[src/rtl/flash_line_prefetcher_pkg.sv]
// Shared types and helpers for the flash line prefetcher: FSM encoding and counter widths.
package flash_line_prefetcher_pkg;

  localparam int unsigned ADDR_W = 24;
  localparam int unsigned HITS_W = 16;

  typedef enum logic [1:0] {
    ST_IDLE = 2'd0,
    ST_DEM  = 2'd1,
    ST_PF   = 2'd2,
    ST_PF_Q = 2'd3
  } state_t;

  function automatic logic [HITS_W-1:0] sat_inc(input logic [HITS_W-1:0] v);
    return (&v) ? v : v + HITS_W'(1);
  endfunction

endpackage

[src/rtl/flash_line_prefetcher.sv]
// Single-line sequential prefetch buffer between the flash cache controller and the QSPI line reader.
// After each demand fill the next line is fetched speculatively; a later demand for it is served from the buffer.
module flash_line_prefetcher
  import flash_line_prefetcher_pkg::*;
#(
  parameter int unsigned LINE_SIZE   = 128,
  parameter bit          PREFETCH_EN = 1'b1
) (
  input  logic                 HCLK,
  input  logic                 HRESETn,
  input  logic [ADDR_W-1:0]    req_addr,
  input  logic                 req_rd,
  output logic                 req_done,
  output logic [LINE_SIZE-1:0] req_line,
  input  logic                 flush,
  output logic [ADDR_W-1:0]    fr_addr,
  output logic                 fr_rd,
  input  logic                 fr_done,
  input  logic [LINE_SIZE-1:0] fr_line,
  output logic [HITS_W-1:0]    pf_hits
);

  localparam int unsigned OFF   = $clog2(LINE_SIZE / 8);
  localparam int unsigned TAG_W = ADDR_W - OFF;

  state_t               state, state_nxt;
  logic [TAG_W-1:0]     cur_tag, req_tag, pf_tag, q_tag, issue_tag;
  logic [LINE_SIZE-1:0] pf_line;
  logic                 pf_valid, joined, discard;
  logic                 pf_valid_d, joined_d, discard_d;
  logic                 issue, serve, serve_buf, q_load, hit_inc;
  logic                 in_pf_any, drop, req_hit, pf_req, join_now, pf_serve, pf_redo, pf_store;
  logic                 unused_addr_lsb;

  // fr_addr keeps the address of the reader op in flight, so it doubles as the in-flight tag
  assign cur_tag   = fr_addr[ADDR_W-1:OFF];
  assign req_tag   = req_addr[ADDR_W-1:OFF];
  assign in_pf_any = (state == ST_PF) || (state == ST_PF_Q);
  assign drop      = discard | flush;
  assign req_hit   = (state == ST_IDLE) & req_rd & pf_valid & ~flush & (pf_tag == req_tag);
  assign pf_req    = (state == ST_PF) & req_rd & ~joined;
  assign join_now  = ~drop & (joined | (pf_req & (req_tag == cur_tag)));
  assign pf_serve  = (state == ST_PF) & fr_done & join_now;
  assign pf_redo   = (state == ST_PF) & fr_done & ~join_now & (joined | pf_req);
  assign pf_store  = PREFETCH_EN & in_pf_any & fr_done & ~drop;
  assign hit_inc   = serve & (serve_buf | (state == ST_PF));
  assign unused_addr_lsb = ^req_addr[OFF-1:0];

  always_ff @(posedge HCLK or negedge HRESETn) begin
    if (!HRESETn) state <= ST_IDLE;
    else          state <= state_nxt;
  end

  always_comb begin
    state_nxt = state;
    unique case (state)
      ST_IDLE: if (req_rd) state_nxt = req_hit ? ST_PF : ST_DEM;
      ST_DEM:  if (fr_done) state_nxt = PREFETCH_EN ? ST_PF : ST_IDLE;
      ST_PF: begin
        if (fr_done) begin
          if (pf_serve)     state_nxt = ST_PF;
          else if (pf_redo) state_nxt = ST_DEM;
          else              state_nxt = ST_IDLE;
        end else if ((joined & flush) | (pf_req & ~join_now)) begin
          state_nxt = ST_PF_Q;
        end
      end
      ST_PF_Q: if (fr_done) state_nxt = ST_DEM;
      default: state_nxt = ST_IDLE;
    endcase
  end

  // Per-cycle actions: reader issue, demand completion, queue capture
  always_comb begin
    issue      = 1'b0;
    issue_tag  = cur_tag + TAG_W'(1);
    serve      = 1'b0;
    serve_buf  = 1'b0;
    q_load     = 1'b0;
    pf_valid_d = pf_store ? 1'b1 : (flush ? 1'b0 : pf_valid);
    joined_d   = (state == ST_PF) & ~fr_done & join_now;
    discard_d  = in_pf_any & ~fr_done & drop;
    unique case (state)
      ST_IDLE: begin
        if (req_rd) begin
          issue = 1'b1;
          if (req_hit) begin
            serve     = 1'b1;
            serve_buf = 1'b1;
            issue_tag = req_tag + TAG_W'(1);
          end else begin
            issue_tag = req_tag;
          end
        end
      end
      ST_DEM: begin
        if (fr_done) begin
          serve = 1'b1;
          issue = PREFETCH_EN;
        end
      end
      ST_PF: begin
        if (fr_done) begin
          if (pf_serve) begin
            serve = 1'b1;
            issue = 1'b1;
          end else if (pf_redo) begin
            issue     = 1'b1;
            issue_tag = pf_req ? req_tag : q_tag;
          end
        end else if (pf_req) begin
          q_load = 1'b1;
        end
      end
      ST_PF_Q: begin
        if (fr_done) begin
          issue     = 1'b1;
          issue_tag = q_tag;
        end
      end
      default: ;
    endcase
  end

  always_ff @(posedge HCLK or negedge HRESETn) begin
    if (!HRESETn) begin
      fr_rd    <= 1'b0;
      fr_addr  <= '0;
      req_done <= 1'b0;
      req_line <= '0;
      pf_hits  <= '0;
      q_tag    <= '0;
      pf_tag   <= '0;
      pf_line  <= '0;
      pf_valid <= 1'b0;
      joined   <= 1'b0;
      discard  <= 1'b0;
    end else begin
      fr_rd    <= issue;
      req_done <= serve;
      pf_valid <= pf_valid_d;
      joined   <= joined_d;
      discard  <= discard_d;
      if (issue)   fr_addr  <= {issue_tag, {OFF{1'b0}}};
      if (serve)   req_line <= serve_buf ? pf_line : fr_line;
      if (hit_inc) pf_hits  <= sat_inc(pf_hits);
      if (q_load)  q_tag    <= req_tag;
      if (pf_store) begin
        pf_line <= fr_line;
        pf_tag  <= cur_tag;
      end
    end
  end

endmodule

[config.mk]
export PLATFORM = sky130hd
export DESIGN_NAME = flash_line_prefetcher
export DESIGN_NICKNAME = d
export VERILOG_FILES = /design/src/rtl/flash_line_prefetcher_pkg.sv /design/src/rtl/flash_line_prefetcher.sv
export SDC_FILE = /design/constraint.sdc
export NUM_CORES = 1
export LEC_CHECK = 0
export CORE_MARGIN = 5
export CORE_UTILIZATION = 48
export CTS_CLUSTER_DIAMETER = 200
export DETAILED_ROUTE_END_ITERATION = 10
export PLACE_DENSITY = 0.85
export SYNTH_ARGS = -nofsm -noshare
export SYNTH_HDL_FRONTEND = slang
export SYNTH_SLANG_ARGS = --single-unit
[constraint.sdc]
create_clock -name HCLK -period 2.4 [get_ports HCLK]
set_clock_uncertainty 0.05 [all_clocks]
set_input_delay 0.72 -clock HCLK [delete_from_list [all_inputs] [get_ports HCLK]]
set_output_delay 0.72 -clock HCLK [all_outputs]
set_load 0.005 [all_outputs]
# ---- Word level (Yosys, flattened, before mapping)
# Index checks and enable logic that the tools add are counted.
dict set report word_totals {
  reg_bits 339
  latchBits 0
  ram_bits 0
  rom_bits 0
  input_bits 157
  out_inout_bits 170
  elab_cells 98
  memories 0
}
dict set report op_classes {
  n_addsub 3
  n_mul 0
  div 0
  n_lt_le_gt_ge 0
  n_eq_ne 9
  shifts 0
  muxes 35
  n_bitwise 32
  reduce_logical 7
}
# cell count
set op_table {}
lappend op_table {{2-to-1 mux 20 bit} 7}
lappend op_table {{2-to-1 mux 128 bit} 1}
lappend op_table {{case mux 20 bit (3 select lines)} 1}
lappend op_table {{adder 20 x 1 -> 20 bit (second input constant)} 2}
lappend op_table {{== test 20 bit} 2}
lappend op_table {{bitwise AND 1 bit} 21}
lappend op_table {{adder 16 x 1 -> 16 bit (second input constant)} 1}
lappend op_table {{2-to-1 mux 1 bit} 16}
lappend op_table {{AND reduction 16 bit} 1}
lappend op_table {{2-to-1 mux 2 bit} 7}
lappend op_table {{case mux 2 bit (4 select lines)} 1}
lappend op_table {{!= test 2 bit (second input constant)} 3}
lappend op_table {{NOT 1 bit} 6}
lappend op_table {{case mux 1 bit (3 select lines)} 2}
lappend op_table {{bitwise OR 1 bit} 5}
lappend op_table {{== test 2 bit (second input constant)} 2}
lappend op_table {{AND reduction 4 bit} 1}
lappend op_table {{!= test 3 x 2 -> 1 bit (second input constant)} 1}
lappend op_table {{== test 2 x 1 -> 1 bit (second input constant)} 1}
lappend op_table {{logical NOT 2 bit} 1}
lappend op_table {{AND reduction 2 bit} 1}
lappend op_table {{nonzero test 2 bit} 1}
lappend op_table {{OR reduction 2 bit} 1}
lappend op_table {{logical OR 1 bit} 1}

# ---- Longest topological paths before layout
# Gate-level depths: netlist of run 1.
dict set report logic_depth {
  ltp_word 13
  ltp_mapped 11
  depth_no_buf 8
}

# ---- Worst setup path after synthesis of run 1
# OpenSTA, ideal clock, no wires.
dict set report synth_path {
  path_type {input port to flip-flop}
  startpoint {in req_addr[16]}
  endpoint {reg fr_addr[6]}
  setup_time_ns 0.124
  arrival_time_ns 2.844
  required_time_ns 2.226
  setup_slack_ns -0.618
  stages 8
  path_buffers 1
  path_cell_list {clkbuf_1 > xor2_1 > or4_1 > nor4_1 > nor2_1 > nor2_1 > mux2_2 > o31a_1}
}
dict set report synth_between {
  elab_chain_cells 11
  word_cells_on_any_way 20
  classes_between {2 x eq/ne; 10 x mux; 8 x bitwise}
}
# element line_no
set synth_rtl {}
lappend synth_rtl {{start: declaration} flash_line_prefetcher.sv:11} ;# input logic [ADDR_W-1:0] req_addr,
lappend synth_rtl {{== test 20 bit} flash_line_prefetcher.sv:42} ;# assign join_now = ~drop & (joined | (pf_req & (req_tag == cur_tag)));
lappend synth_rtl {{bitwise AND 1 bit} flash_line_prefetcher.sv:42}
lappend synth_rtl {{bitwise OR 1 bit} flash_line_prefetcher.sv:42}
lappend synth_rtl {{bitwise AND 1 bit} flash_line_prefetcher.sv:42}
lappend synth_rtl {{NOT 1 bit} flash_line_prefetcher.sv:44} ;# assign pf_redo = (state == ST_PF) & fr_done & ~join_now & (joined | pf_req);
lappend synth_rtl {{bitwise AND 1 bit (2 in a row)} flash_line_prefetcher.sv:44}
lappend synth_rtl {{2-to-1 mux 20 bit / 2-to-1 mux 1 bit (equally long branches)} flash_line_prefetcher.sv:107} ;# end else if (pf_redo) begin
lappend synth_rtl {{2-to-1 mux 20 bit / 2-to-1 mux 1 bit (equally long branches)} flash_line_prefetcher.sv:104} ;# if (pf_serve) begin
lappend synth_rtl {{2-to-1 mux 20 bit / 2-to-1 mux 1 bit (equally long branches)} flash_line_prefetcher.sv:103} ;# if (fr_done) begin
lappend synth_rtl {{case mux 20 bit (3 select lines) / case mux 1 bit (3 select lines) (equally long branches)} flash_line_prefetcher.sv:83} ;# unique case (state)
lappend synth_rtl {{end signal: assignment} flash_line_prefetcher.sv:144} ;# if (issue) fr_addr <= {issue_tag, {OFF{1'b0}}};
lappend synth_rtl {{end: declaration} flash_line_prefetcher.sv:16} ;# output logic [ADDR_W-1:0] fr_addr,
# Several ways; a longest one is shown, not always the timed one.
# A chain may end at the register's enable or synchronous reset.

# ---- Final worst setup path of run 1
dict set report layout_path {
  startpoint {reg state[0]}
  endpoint {reg req_line[49]}
}
dict set report layout_between {
  elab_chain_cells 10
  word_cells_on_any_way 21
  classes_between {2 x eq/ne; 7 x mux; 11 x bitwise; 1 x reduce/logical}
}
# element line_no
set layout_rtl {}
lappend layout_rtl {{start: declaration} flash_line_prefetcher.sv:26} ;# state_t state, state_nxt;
lappend layout_rtl {{start signal: assignment} flash_line_prefetcher.sv:51} ;# else state <= state_nxt;
lappend layout_rtl {{== test 2 bit} {flash_line_prefetcher.sv:41, flash_line_prefetcher.sv:43, flash_line_prefetcher.sv:83}}
lappend layout_rtl {{bitwise AND 1 bit (2 in a row)} flash_line_prefetcher.sv:41} ;# assign pf_req = (state == ST_PF) & req_rd & ~joined;
lappend layout_rtl {{bitwise AND 1 bit} flash_line_prefetcher.sv:42}
lappend layout_rtl {{bitwise OR 1 bit} flash_line_prefetcher.sv:42}
lappend layout_rtl {{bitwise AND 1 bit} flash_line_prefetcher.sv:42}
lappend layout_rtl {{bitwise AND 1 bit} flash_line_prefetcher.sv:43} ;# assign pf_serve = (state == ST_PF) & fr_done & join_now;
lappend layout_rtl {{2-to-1 mux 1 bit} flash_line_prefetcher.sv:104}
lappend layout_rtl {{2-to-1 mux 1 bit} flash_line_prefetcher.sv:103}
lappend layout_rtl {{case mux 1 bit (3 select lines)} flash_line_prefetcher.sv:83}
lappend layout_rtl {{end signal: assignment} flash_line_prefetcher.sv:145} ;# if (serve) req_line <= serve_buf ? pf_line : fr_line;
lappend layout_rtl {{end: declaration} flash_line_prefetcher.sv:14} ;# output logic [LINE_SIZE-1:0] req_line,
# Several ways; a longest one is shown, not always the timed one.

==> results.ini, run 1 <==
[run_status]
status=finished, violations left
violations=setup timing

[global_routing]
grt_first_pass_wirelength_mm=92.54
antenna_found_initial=3
grt_max_degree=63
grt_overflow_total=0
track_usage_pct=30.00
grt_pass1_vias=15514

[critical_path]
crit_type=register to register
cp-end-kind=register
rr_worst_depth=9
cp.arrival_ns=3.24
worst_ep_required_time_ns=2.74
r2r_start=state[0]
rrSetupSlack_ns=-0.50
start_kind=register
timing.rr.end=req_line[49]
crit_fanout=41

[logic_synthesis]
synth_cell_types=75
synth_warnings=0
ys_seq_area_share_pct=49.85
avgSynthCellArea_um2=12.12
ys.flop_type=dfrtp_1
ys_ff_latch=339
synth_area_leaders=dfrtp_1, mux2_2, a2bb2oi_2, o22ai_1, xor2_1
async_flop_share_pct=100.0
yosysTopAreaCellShare_pct=49.85
synth-edff-count=0
yosys.area.top_type=dfrtp_1
synthesis.area_um2=17020
syn-instance-count=1404

[sta]
drv_slew=0
setup_ws_ns=-0.5001
final-setup-viol-count=167
finalHoldViolations=0
setup_tns_ns=-56.73
timing.final.crit_share_pct=120.8
fmax_mhz=344.8
rsz0062_at_grt=true
fin_crit_ns=2.900

[die]
die_h_um=198.3
num_rows=69
start_util_pct=48.19
chipWidth_um=198.3
coreArea_um2=35310
io_pins=327
dieArea_um2=39320

[finish]
layout.nets=2076
regArea_um2=8491
syn2layout_area_growth_pct=51.05
multi_input_area_um2=8865
drive_above_1_share_pct=42.58
design_area_um2=25700
fillers=2237
fin_util_pct=72.79
final_cell_count_no_fill=2407

[clock_network]
path_clk_slew_ns=0.06
ctsHtreeMaxLevel=2
clk_path_buf_depth=3
cts_root_buf=clkbuf_16
cts_tree=built
cts_made_buffers=38
cts.sinks=339
insertion_delay_ns=0.54
cts-hold-fix-buffers=0

[route]
ant_nets=0
drtIter0Drc=1201
drc=0
drt_wl_total_mm=64.35
routed_via_density=6.270
dr_total_vias=15093
wl_per_cell_um=26.74
drt_pre_antenna_iters=5

[placed_design]
place_congestion=0.9854
hpwl_mm=40.12
place_area_um2=22620
portBuffers=318
dp_cells=2285

[flow_run]
timing.max_cap.violations=0

[power]
p_leak_nw=10.52
irDropWorstVdd_mv=0.9003
cellPowerDensity_nw_per_um2=1246

[hold_path]
hold_path_class=input pin to asynchronous set/reset pin

==> per-layer routing <==
metal / GRT usage, % / share of wire, %
met5: 0 / 0
met4: 11.94 / 4.7
met3: 4.662 / 8.6
met2: 50.59 / 49
met1: 39.05 / 38
==> per-stage QoR <==
stage / total power, W / hold slack, ns / setup slack (ns)
after floorplan: 0.01699 / 0.3744 / -0.4598
after global placement: 0.02277 / 0.4197 / -1.277
after detailed placement: 0.02338 / 0.4450 / -1.300
after CTS: 0.03086 / 0.02979 / -0.4974
after global routing: 0.03325 / 0.03925 / -0.5376
final: 0.03204 / 0.03185 / -0.5001
==> critical path: stages (launching register included) <==
cell and delay [ns]:
dfrtp_1 0.44, or3b_4 0.42, nor4_2 0.15, nand2_1 0.09, or4_4 0.60, buf_12 0.17, buf_4 0.14, buf_12 0.18
o22ai_1 0.34, a2bb2oi_2 0.14
==> synthesized netlist by cell type (all sizes together), types with 3 or more instances <==
library cell,n
o21ai,31
and2,7
nor3,21
and3,15
or4,5
nand3b,3
o221ai,5
a21oi,29
clkbuf,65
mux2,180
ha,3
o211ai,10
nand3,34
nor4,18
mux2i,14
nand4,23
nand2,58
or2,5
a31oi,7
buf,73
nor2b,4
xnor2,33
a2bb2oi,129
o31ai,4
inv,8
nand2b,3
xor2,39
o31a,4
nor2,51
o22ai,136
o2111ai,3
a211oi,3
or3,9
dfrtp,339
==> sequential cells by signal (all words and copies together) (netlist names), 2 cells and up <==
signal,cells
state,2
q_tag,20
pf_line,128
pf_tag,20
fr_addr,20
req_line,128
pf_hits,16
==> layout by cell type (no fill, tap or decap), drive strengths merged, types with 20 or more instances in the layout <==
master,Yosys,final
a21oi,29,29
a2bb2oi,129,129
buf,73,279
clkbuf,65,60
clkdlybuf4s50,0,285
dfrtp,339,339
dlygate4sd2,0,20
mux2,180,180
nand2,58,58
nand3,34,34
nand4,23,23
nor2,51,51
nor3,21,21
o21ai,31,31
o22ai,136,136
xnor2,33,33
xor2,39,39
==> power breakdown <==
| part | switching, W | total, W | internal [W] |
|---|---|---|---|
| clock | 0.00249 | 0.00632 | 0.00382 |
| combinational | 0.00619 | 0.0148 | 0.00865 |
| sequential | 0.00245 | 0.0109 | 0.00843 |
| total | 0.0111 | 0.0320 | 0.0209 |
==> worst max path at each step <==
stage,start,end,cells after the start
6_report,state[0],req_line[49],9
5_1_grt,state[0],req_line[49],10
4_1_cts,state[0],req_line[80],11
3_5_place_dp,req_rd,fr_addr[23],10
3_3_place_gp,req_addr[13],fr_addr[23],10
2_1_floorplan,req_addr[7],req_line[65],10
==> cell type report <==
type | instances | area share, %
clock buffer | 48 | 4.162
timing repair buffer | 607 | 24.85
clock inverter | 18 | 1.056
tap | 461 | 2.244
inverter | 9 | 0.1314
sequential | 339 | 33.03
antenna | 4 | 0.03894
multi-input combinational | 921 | 34.49
==> cells by family after synthesis <==
group	after synthesis	synth area share, %
compound gates	384	20.43
flops	339	49.85
simple gates	264	7.963
mux	194	12.76
buf+inv	147	5.051
xor+xnor	72	3.706
fa+ha+maj	3	0.2206
other cells	1	0.02204
==> what timing repair did <==
action	4_1_cts	5_1_grt
endpoints found under the setup margin	181	190
gates resized for setup	154	107
gates cloned	9	12
pin swaps	34	42
setup buffers	29	13
Power figures use the tool's default switching activity.
==> run 2: changes to the inputs <==
Settings changed: CORE_UTILIZATION 48 to 25, GPL_ROUTABILITY_DRIVEN set to 0, PLACE_DENSITY 0.85 to 0.53.
==> run 2 against run 1 <==
Effect of this change: the run still ends with setup timing left; critical path depth grew 2; first-iteration DRC count shrank 21%; design area grew 0.83%; cell count grew 17%; non-clock buffer count shrank 4; sequential cell count is the same; maximum frequency grew 3.5%; largest cell class unchanged.
==> results.ini, run 2 (synthesized netlist as in run 1, its figures left out) <==
[clock_network]
path_clk_slew_ns=0.06
cts_made_buffers=43
clk_path_buf_depth=3
cts_tree=built
insertion_delay_ns=0.59
cts_root_buf=clkbuf_16
cts.sinks=339
ctsHtreeMaxLevel=2

[global_routing]
grt_overflow_total=0
grt_pass1_vias=14681
top_usage_layer=met2
grt_max_degree=56
use_met1_pct=20.87
globalRouteMet3Util_pct=3.287
met2_usage_pct=25.83
grt_first_pass_wirelength_mm=91.07
antenna_found_initial=1
track_usage_pct=15.72

[sta]
setup_ws_ns=-0.4021
finalHoldViolations=0
worstMarginPinSlew_ns=0.5612
relSlewSlack_pct=62.46
fmax_mhz=356.9
timing.final.crit_share_pct=116.8
fin_crit_ns=2.802
rsz0062_at_grt=true
drv_slew=0
holdWs_ns=0.05639
setup_tns_ns=-53.40
final-setup-viol-count=166

[critical_path]
crit_type=input pin to register
crit_buf_inv=4
critPathMaxStageDelay_ns=0.61
cpLargestDelayFamily=simple AND/OR/NAND/NOR gates
worst_ep_required_time_ns=2.84
cpMostUsedCell=buf_12
cp-end-kind=register
crit_chain=clkdlybuf4s15_1 -> xor2_2 -> nor4_2 -> nand2_1 -> or4_4 -> nand4_4 -> a21boi_4 -> buf_12 -> buf_12 -> clkbuf_16 -> a2bb2oi_2
crit_fanout=7
cp_slowest_cell=or4_4
start_kind=input pin
cp.arrival_ns=3.24

[finish]
layout.nets=2078
design_area_um2=25920
layout_commonest_cell=dfrtp_1
final_cell_mix=dfrtp_1, clkdlybuf4s50_1, buf_4
syn2layout_area_growth_pct=52.31
fin_util_pct=38.46
top_regs=pf_line: 128 flops, req_line: 128 flops
drive_above_1_share_pct=40.78

[power]
p_leak_nw=10.55
irDropWorstVdd_mv=0.5277
cellPowerDensity_nw_per_um2=1187
power_w=0.03076

[placed_design]
portBuffers=318
place_area_um2=23080
hpwl_mm=43.39

[route]
drt_wl_total_mm=63.00
drtIter0Drc=944
ant_nets=0
wl_per_cell_um=22.33
drc=0
dr_total_vias=14223
routed_via_density=5.042
drt_pre_antenna_iters=6

[die]
start_util_pct=25.25
num_rows=95
dieArea_um2=73380
die_h_um=270.9
io_pins=327
coreArea_um2=67400
chipWidth_um=270.9

[flow_run]
timing.max_cap.violations=0

[hold_path]
hold_path_class=input pin to asynchronous set/reset pin

[run_status]
status=finished, violations left
violations=setup timing

-- run 2: report_power, final --
| group | total (W) | switching (W) | internal (W) |
|---|---|---|---|
| combinational | 0.0139 | 0.00580 | 0.00814 |
| clock | 0.00633 | 0.00257 | 0.00375 |
| sequential | 0.0105 | 0.00207 | 0.00843 |
| total | 0.0308 | 0.0104 | 0.0203 |
-- run 2: routing by layer --
| metal | vias up | part of all wire, % |
|---|---|---|
| met1 | 7281 | 43 |
| met3 | 100 | 6.9 |
| met5 | - | 0 |
| li1 | 6317 | - |
| met4 | 0 | 2.6 |
| met2 | 525 | 48 |
-- run 2: metrics by stage --
step	instances	worst slack, ns
3_3_place_gp	2697	-1.249
5_1_grt	2821	-0.4799
3_5_place_dp	2697	-1.233
2_1_floorplan	1407	-0.4598
4_1_cts	2788	-0.4509
6_report	2821	-0.4021
-- run 2: layout make-up --
| cell class | count | area [um^2] |
|---|---|---|
| Antenna cell | 1 | 2.502 |
| Sequential cell | 339 | 8486 |
| Fill cell | 6425 | 41480 |
| Timing Repair Buffer | 603 | 6237 |
| Tap cell | 873 | 1092 |
| Inverter | 9 | 33.78 |
| Multi-Input combinational cell | 922 | 8677 |
| Clock inverter | 10 | 123.9 |
| Clock buffer | 64 | 1265 |
-- run 2: path summary, 6_finish.rpt --
kind,start,endpoint,slack [ns],depth (start not counted)
worst max-delay path,req_addr[22],req_line[0],-0.40,11
worst min-delay path,HRESETn,req_line[2],0.06,1
worst max register to register,state[0],req_line[0],-0.39,10
worst min register to register,pf_valid,pf_valid,0.44,2
max in group asynchronous,HRESETn,req_line[92],1.57,2
min in group HCLK,pf_valid,pf_valid,0.44,2
-- run 2: worst register-to-register path, cell delays in order (launching register included) --
cell and delay, ns:
dfrtp_2 0.44, or3b_4 0.43, nor4_4 0.13, nand2_1 0.08, or4_4 0.57, nand4_4 0.14, a21boi_4 0.22, buf_12 0.17
buf_12 0.17, clkbuf_16 0.16, a2bb2oi_2 0.13
-- run 2: timing repair --
action | 4_1_cts | 5_1_grt
pin swaps | 25 | 29
resized for setup | 85 | 102
endpoints found under the setup margin | 311 | 229
hold buffers | 0 | 0
gates cloned | 4 | 17
setup buffers | 13 | 16
